`src/rtl/uart_tx_fifo_if.sv`:
```
// uart_tx_fifo_if: CPU data-bus strobes, address and data for the UART TX peripheral
interface uart_tx_fifo_if;
    logic        CS_N;
    logic        RD_N;
    logic        WR_N;
    logic [11:0] Addr;
    logic [31:0] DataIn;
    logic [31:0] DataOut;
    modport master(output CS_N, RD_N, WR_N, Addr, DataIn, input DataOut);
    modport slave(input CS_N, RD_N, WR_N, Addr, DataIn, output DataOut);
endinterface

```
`src/rtl/uart_tx_fifo.sv`:
```
// uart_tx_fifo: bus-mapped 8N1 UART transmitter fed by a byte FIFO, programmable baud divider
module uart_tx_fifo #(
    parameter int          FIFO_DEPTH  = 8,
    parameter logic [15:0] DEFAULT_DIV = 16'd234
) (
    input  logic           clk,
    input  logic           reset,
    uart_tx_fifo_if.slave  bus,
    output logic           TxD,
    output logic           Intr
);
    localparam int AW = $clog2(FIFO_DEPTH);
    typedef enum logic [1:0] {IDLE, START, DATA, STOP} state_t;
    state_t        state;
    logic [7:0]    mem [FIFO_DEPTH];
    logic [AW-1:0] wptr, rptr;
    logic [4:0]    count;
    logic          ovf, tx_en, irq_en;
    logic [15:0]   div, baud_cnt;
    logic [2:0]    bit_cnt;
    logic [7:0]    shift;
    logic [1:0]    sel;
    logic          we, full, empty, busy, boundary, pop, push_req, push;
    logic          unused_bits;
    assign unused_bits = ^{bus.Addr[11:4], bus.Addr[1:0], bus.DataIn[31:16]};
    assign sel      = bus.Addr[3:2];
    assign we       = !bus.CS_N && !bus.WR_N;
    assign full     = count == 5'(FIFO_DEPTH);
    assign empty    = count == 5'd0;
    assign busy     = state != IDLE;
    assign boundary = baud_cnt == 16'd0;
    // A STOP boundary passes straight through IDLE so back-to-back frames have no gap
    assign pop      = tx_en && !empty && (state == IDLE || (state == STOP && boundary));
    assign push_req = we && sel == 2'd0;
    assign push     = push_req && (!full || pop);
    assign bus.DataOut = (!bus.CS_N && !bus.RD_N) ?
        (sel == 2'd1 ? {23'd0, ovf, count, busy, empty, full} :
         sel == 2'd2 ? {30'd0, irq_en, tx_en} :
         sel == 2'd3 ? {16'd0, div} : 32'd0) : 32'd0;
    always_ff @(posedge clk) begin
        if (!reset) begin
            wptr     <= '0;
            rptr     <= '0;
            count    <= 5'd0;
            ovf      <= 1'b0;
            tx_en    <= 1'b0;
            irq_en   <= 1'b0;
            div      <= DEFAULT_DIV;
            state    <= IDLE;
            baud_cnt <= 16'd0;
            bit_cnt  <= 3'd0;
            shift    <= 8'd0;
            TxD      <= 1'b1;
            Intr     <= 1'b1;
        end else begin
            if (push) begin
                mem[wptr] <= bus.DataIn[7:0];
                wptr      <= wptr + 1'b1;
            end
            if (pop) rptr <= rptr + 1'b1;
            count <= count + {4'd0, push} - {4'd0, pop};
            if (push_req && !push) ovf <= 1'b1;
            else if (we && sel == 2'd2 && bus.DataIn[2]) ovf <= 1'b0;
            if (we && sel == 2'd2) begin
                tx_en  <= bus.DataIn[0];
                irq_en <= bus.DataIn[1];
            end
            if (we && sel == 2'd3) div <= bus.DataIn[15:0] < 16'd2 ? 16'd2 : bus.DataIn[15:0];
            Intr <= ~(irq_en & empty & ~busy);
            if (pop) begin
                shift    <= mem[rptr];
                state    <= START;
                bit_cnt  <= 3'd0;
                baud_cnt <= div - 16'd1;
                TxD      <= 1'b0;
            end else if (busy) begin
                if (!boundary) begin
                    baud_cnt <= baud_cnt - 16'd1;
                end else begin
                    baud_cnt <= div - 16'd1;
                    if (state == START) begin
                        state <= DATA;
                        TxD   <= shift[0];
                    end else if (state == DATA) begin
                        shift   <= shift >> 1;
                        bit_cnt <= bit_cnt + 3'd1;
                        state   <= bit_cnt == 3'd7 ? STOP : DATA;
                        TxD     <= bit_cnt == 3'd7 ? 1'b1 : shift[1];
                    end else begin
                        state <= IDLE;
                    end
                end
            end
        end
    end
endmodule

```
`src/flat_wrapper.sv`:
```
// flat-port wrapper written by rule: the top's interface ports become plain ports
module uart_tx_fifo_flat 
#(
    parameter int          FIFO_DEPTH  = 8,
    parameter logic [15:0] DEFAULT_DIV = 16'd234
)
  (clk, reset, TxD, Intr, bus_CS_N, bus_RD_N, bus_WR_N, bus_Addr, bus_DataIn, bus_DataOut);
  uart_tx_fifo_if bus_i ();
  input  logic clk;
  input  logic reset;
  output logic TxD;
  output logic Intr;
  input wire logic [$bits(bus_i.CS_N)-1:0] bus_CS_N;
  input wire logic [$bits(bus_i.RD_N)-1:0] bus_RD_N;
  input wire logic [$bits(bus_i.WR_N)-1:0] bus_WR_N;
  input wire logic [$bits(bus_i.Addr)-1:0] bus_Addr;
  input wire logic [$bits(bus_i.DataIn)-1:0] bus_DataIn;
  output wire logic [$bits(bus_i.DataOut)-1:0] bus_DataOut;
  assign bus_i.CS_N = bus_CS_N;
  assign bus_i.RD_N = bus_RD_N;
  assign bus_i.WR_N = bus_WR_N;
  assign bus_i.Addr = bus_Addr;
  assign bus_i.DataIn = bus_DataIn;
  assign bus_DataOut = bus_i.DataOut;
  uart_tx_fifo #(.FIFO_DEPTH(FIFO_DEPTH), .DEFAULT_DIV(DEFAULT_DIV)) u_core (.clk(clk), .reset(reset), .bus(bus_i), .TxD(TxD), .Intr(Intr));
endmodule
```
`config.mk`:
```
export PLATFORM = sky130hd
export DESIGN_NAME = uart_tx_fifo_flat
export DESIGN_NICKNAME = d
export VERILOG_FILES = /design/src/rtl/uart_tx_fifo_if.sv /design/src/rtl/uart_tx_fifo.sv /design/src/flat_wrapper.sv
export SDC_FILE = /design/constraint.sdc
export NUM_CORES = 1
export LEC_CHECK = 0
export CAP_MARGIN = 20
export CELL_PAD_IN_SITES_DETAIL_PLACEMENT = 1
export CELL_PAD_IN_SITES_GLOBAL_PLACEMENT = 1
export CORE_MARGIN = 4
export CORE_UTILIZATION = 46
export CTS_CLUSTER_DIAMETER = 80
export CTS_CLUSTER_SIZE = 8
export DETAILED_ROUTE_END_ITERATION = 10
export PLACE_DENSITY_LB_ADDON = 0.12
export SLEW_MARGIN = 5
export SYNTH_ARGS = -nofsm -noshare
export SYNTH_HDL_FRONTEND = slang
export SYNTH_SLANG_ARGS = --single-unit
```
`constraint.sdc`:
```
create_clock -name clk -period 11.09 [get_ports clk]
set_clock_uncertainty 0.2 [all_clocks]
set_input_delay 3.327 -clock clk [delete_from_list [all_inputs] [get_ports clk]]
set_output_delay 3.327 -clock clk [all_outputs]
set_load 0.005 [all_outputs]
```
==> metrics <==
ranking of synthesized cells by area edfxtp_1 (31%), dfxtp_1 (20%), mux4_2 (5.8%); RD Place Congestion 0.807; max incr delay on CP 0.81 ns; worst skew pair latency 0.42 ns; Max-cap violations 0; top cell type's share of synthesized area 0.307; number of global-route vias before repair 5000; ANT cells 0; core area 0.0133 mm²; status finished, final reports clean; final setup fails 0; wire per inst 20.3 µm; WL met2 8540 µm; RSZ-0062 raised after global routing false; Final WS setup 2.20 ns; clock power share 0.365; layout cell share with drive strength beyond 1 0.108; vias post-DR 4738; cell with the most instances after synthesis nand2_1; Crit path required time 7.56 ns; Final Hold Vio Count 0; crit start category input port; sw frac 0.356; hpwl dp 11500 µm; Post-synth EDFFs 64; Max stage delay cell, worst path clkdlybuf4s50_1; Worst Hold Slack 0.228 ns; CTS Sinks 128; critical-path maximum fanout 22; gr usage total 0.222; max-slew violations 0; Synth Register Bits 128; uppermost layer routed met4; initial core utilization 0.470; maximum vdd ir drop 0.000111 V; Reg power frac 0.351; CTS resizes 0; synth-to-layout area growth 18.2%; crit path DAT 5.36 ns; DR iter-0 viols 357; router iterations before antenna repair 4; Power Internal 0.000994 W; Ports 83; Worst Hold Class register to register; largest net degree at the start of global routing 57; CTS Buf Count 17; Tcrit/Tclk final 0.801; Final Instance Area 0.00739 mm²; clock slew at reported path FFs 0.06 ns; fmax 0.113 GHz; relative slew slack 0.330; top cells by count, synth nand2_1 (70), dfxtp_1 (64), edfxtp_1 (64); sequential share of the synthesized area 0.512; DR WL met3 827 µm; Synth area leader edfxtp_1; cells after synthesis 596; Syn. warnings 0; Cell variety after synth 63; ys flop type edfxtp_1; TritonCTS clock tree yes; Final nets 703; first-pass GRT wire length 27200 µm; Crit Path Class input port to output port; antenna-violating nets left 0; final setup TNS 0 ns; wl on met1 7210 µm; pre-CTS setup slack 2.25 ns; cells along the critical path clkdlybuf4s50_1 > nor2b_1 > a22oi_1 > nor3_1 > clkdlybuf4s50_1; GR Overflow Total 0; initial antenna violation count 0; total power per unit cell area 209 mW/mm²; synthesized area 0.00625 mm²; vias per inst 5.75; Pleak 2.67 nW; DRC viols 0; Mapped Avg Cell Area 10.5 µm²; Comb power frac 0.284; total power 0.00154 W; Net Sw Power 0.000550 W; CTS H-tree depth 4; most used cell, CP clkdlybuf4s50_1; fin crit period 8.89 ns; Post-Route WL 16700 µm; Root Buffer clkbuf_16; placed cell area 0.00675 mm²; die width 125 µm; site row count 42; Max Root-Sink Buffers 2; number of hold buffers added after CTS 0; Die Height 125 µm; Tightest Pin Transition 0.991 ns; DIE AREA 0.0155 mm²; Async SR Flop Fraction 0; Setup crit end kind output port; Port Buf Inserts 40; Post-CTS Setup Inserts 0
-- layout make-up --
cell class / count / area, µm²
Clock buffer: 17 / 425
Clock inverter: 15 / 180
Fill cell: 1448 / 5910
Inverter: 18 / 67.6
Multi-Input combinational cell: 419 / 2790
Sequential cell: 128 / 3200
Tap cell: 176 / 220
Timing Repair Buffer: 51 / 498
-- worst max-delay path: cells and delay by family --
kind / cells / cell delay [ns]
buffers and inverters: 2 / 1.37
and+or+nand+nor: 2 / 0.55
AOI/OAI and AO/OA: 1 / 0.10
-- logic make-up after synthesis --
logic type,after synthesis,share of synthesized area
AND/OR/NAND/NOR,233,0.183
AO/OA/AOI/OAI,96,0.0983
other,1,0.000600
multiplexers,36,0.0901
buffers and inverters,64,0.0498
adder cells (fa/ha/maj),19,0.0392
XOR/XNOR,19,0.0266
flip-flops,128,0.512
-- flip-flops by register name, indices dropped and copies added, names as in the netlist, named ones only --
register,cells
u_core.wptr,3
u_core.ovf,1
u_core.shift,8
u_core.div,16
u_core.rptr,3
u_core.tx_en,1
u_core.count,5
u_core.mem,64
u_core.bit_cnt,3
u_core.state,2
u_core.irq_en,1
u_core.TxD,1
u_core.Intr,1
u_core.baud_cnt,16
-- cells in the final DEF, fill, tap and decap left out, types with 11 or more instances in the layout --
cell	Yosys	final
a21boi_0	11	11
a21oi_1	20	20
clkbuf_16	0	17
clkdlybuf4s50_1	0	39
conb_1	1	16
dfxtp_1	64	64
edfxtp_1	64	64
ha_1	18	18
inv_1	16	16
mux2i_1	18	18
mux4_2	16	16
nand2_1	70	70
nand3_1	23	23
nor2_1	48	48
nor3_1	27	27
nor4_1	13	13
o21ai_0	28	28
xor2_1	11	11
-- power by group through the flow --
stage               clock network, W  logic, W  registers [W]
floorplan                          0  0.000306       0.000541
global placement                   0  0.000415       0.000550
detailed placement                 0  0.000429       0.000551
CTS                         0.000575  0.000440       0.000542
global route                0.000602  0.000494       0.000545
finish                      0.000564  0.000439       0.000542
-- metrics by stage --
step                      cells   util
final                       824  0.556
after detailed placement    791  0.508
after floorplan             611      -
after global placement      791  0.508
after CTS                   823  0.554
after global routing        824  0.556
-- per-layer routing --
layer | up-vias | GRT usage
met4 | 0 | 0.0638
met2 | 97 | 0.380
li1 | 2233 | -
met5 | - | 0
met3 | 14 | 0.0485
met1 | 2394 | 0.283
-- worst paths after layout --
path,start,to,slack [ns],cells after the start
setup / recovery,bus_Addr[3],bus_DataOut[1],2.20,5
hold / removal,u_core.irq_en,u_core.Intr,0.23,1
setup reg to reg,u_core.count[2],u_core.count[4],6.96,14
hold reg to reg,u_core.irq_en,u_core.Intr,0.23,1
Note: power is estimated with default switching activity, not from simulation.
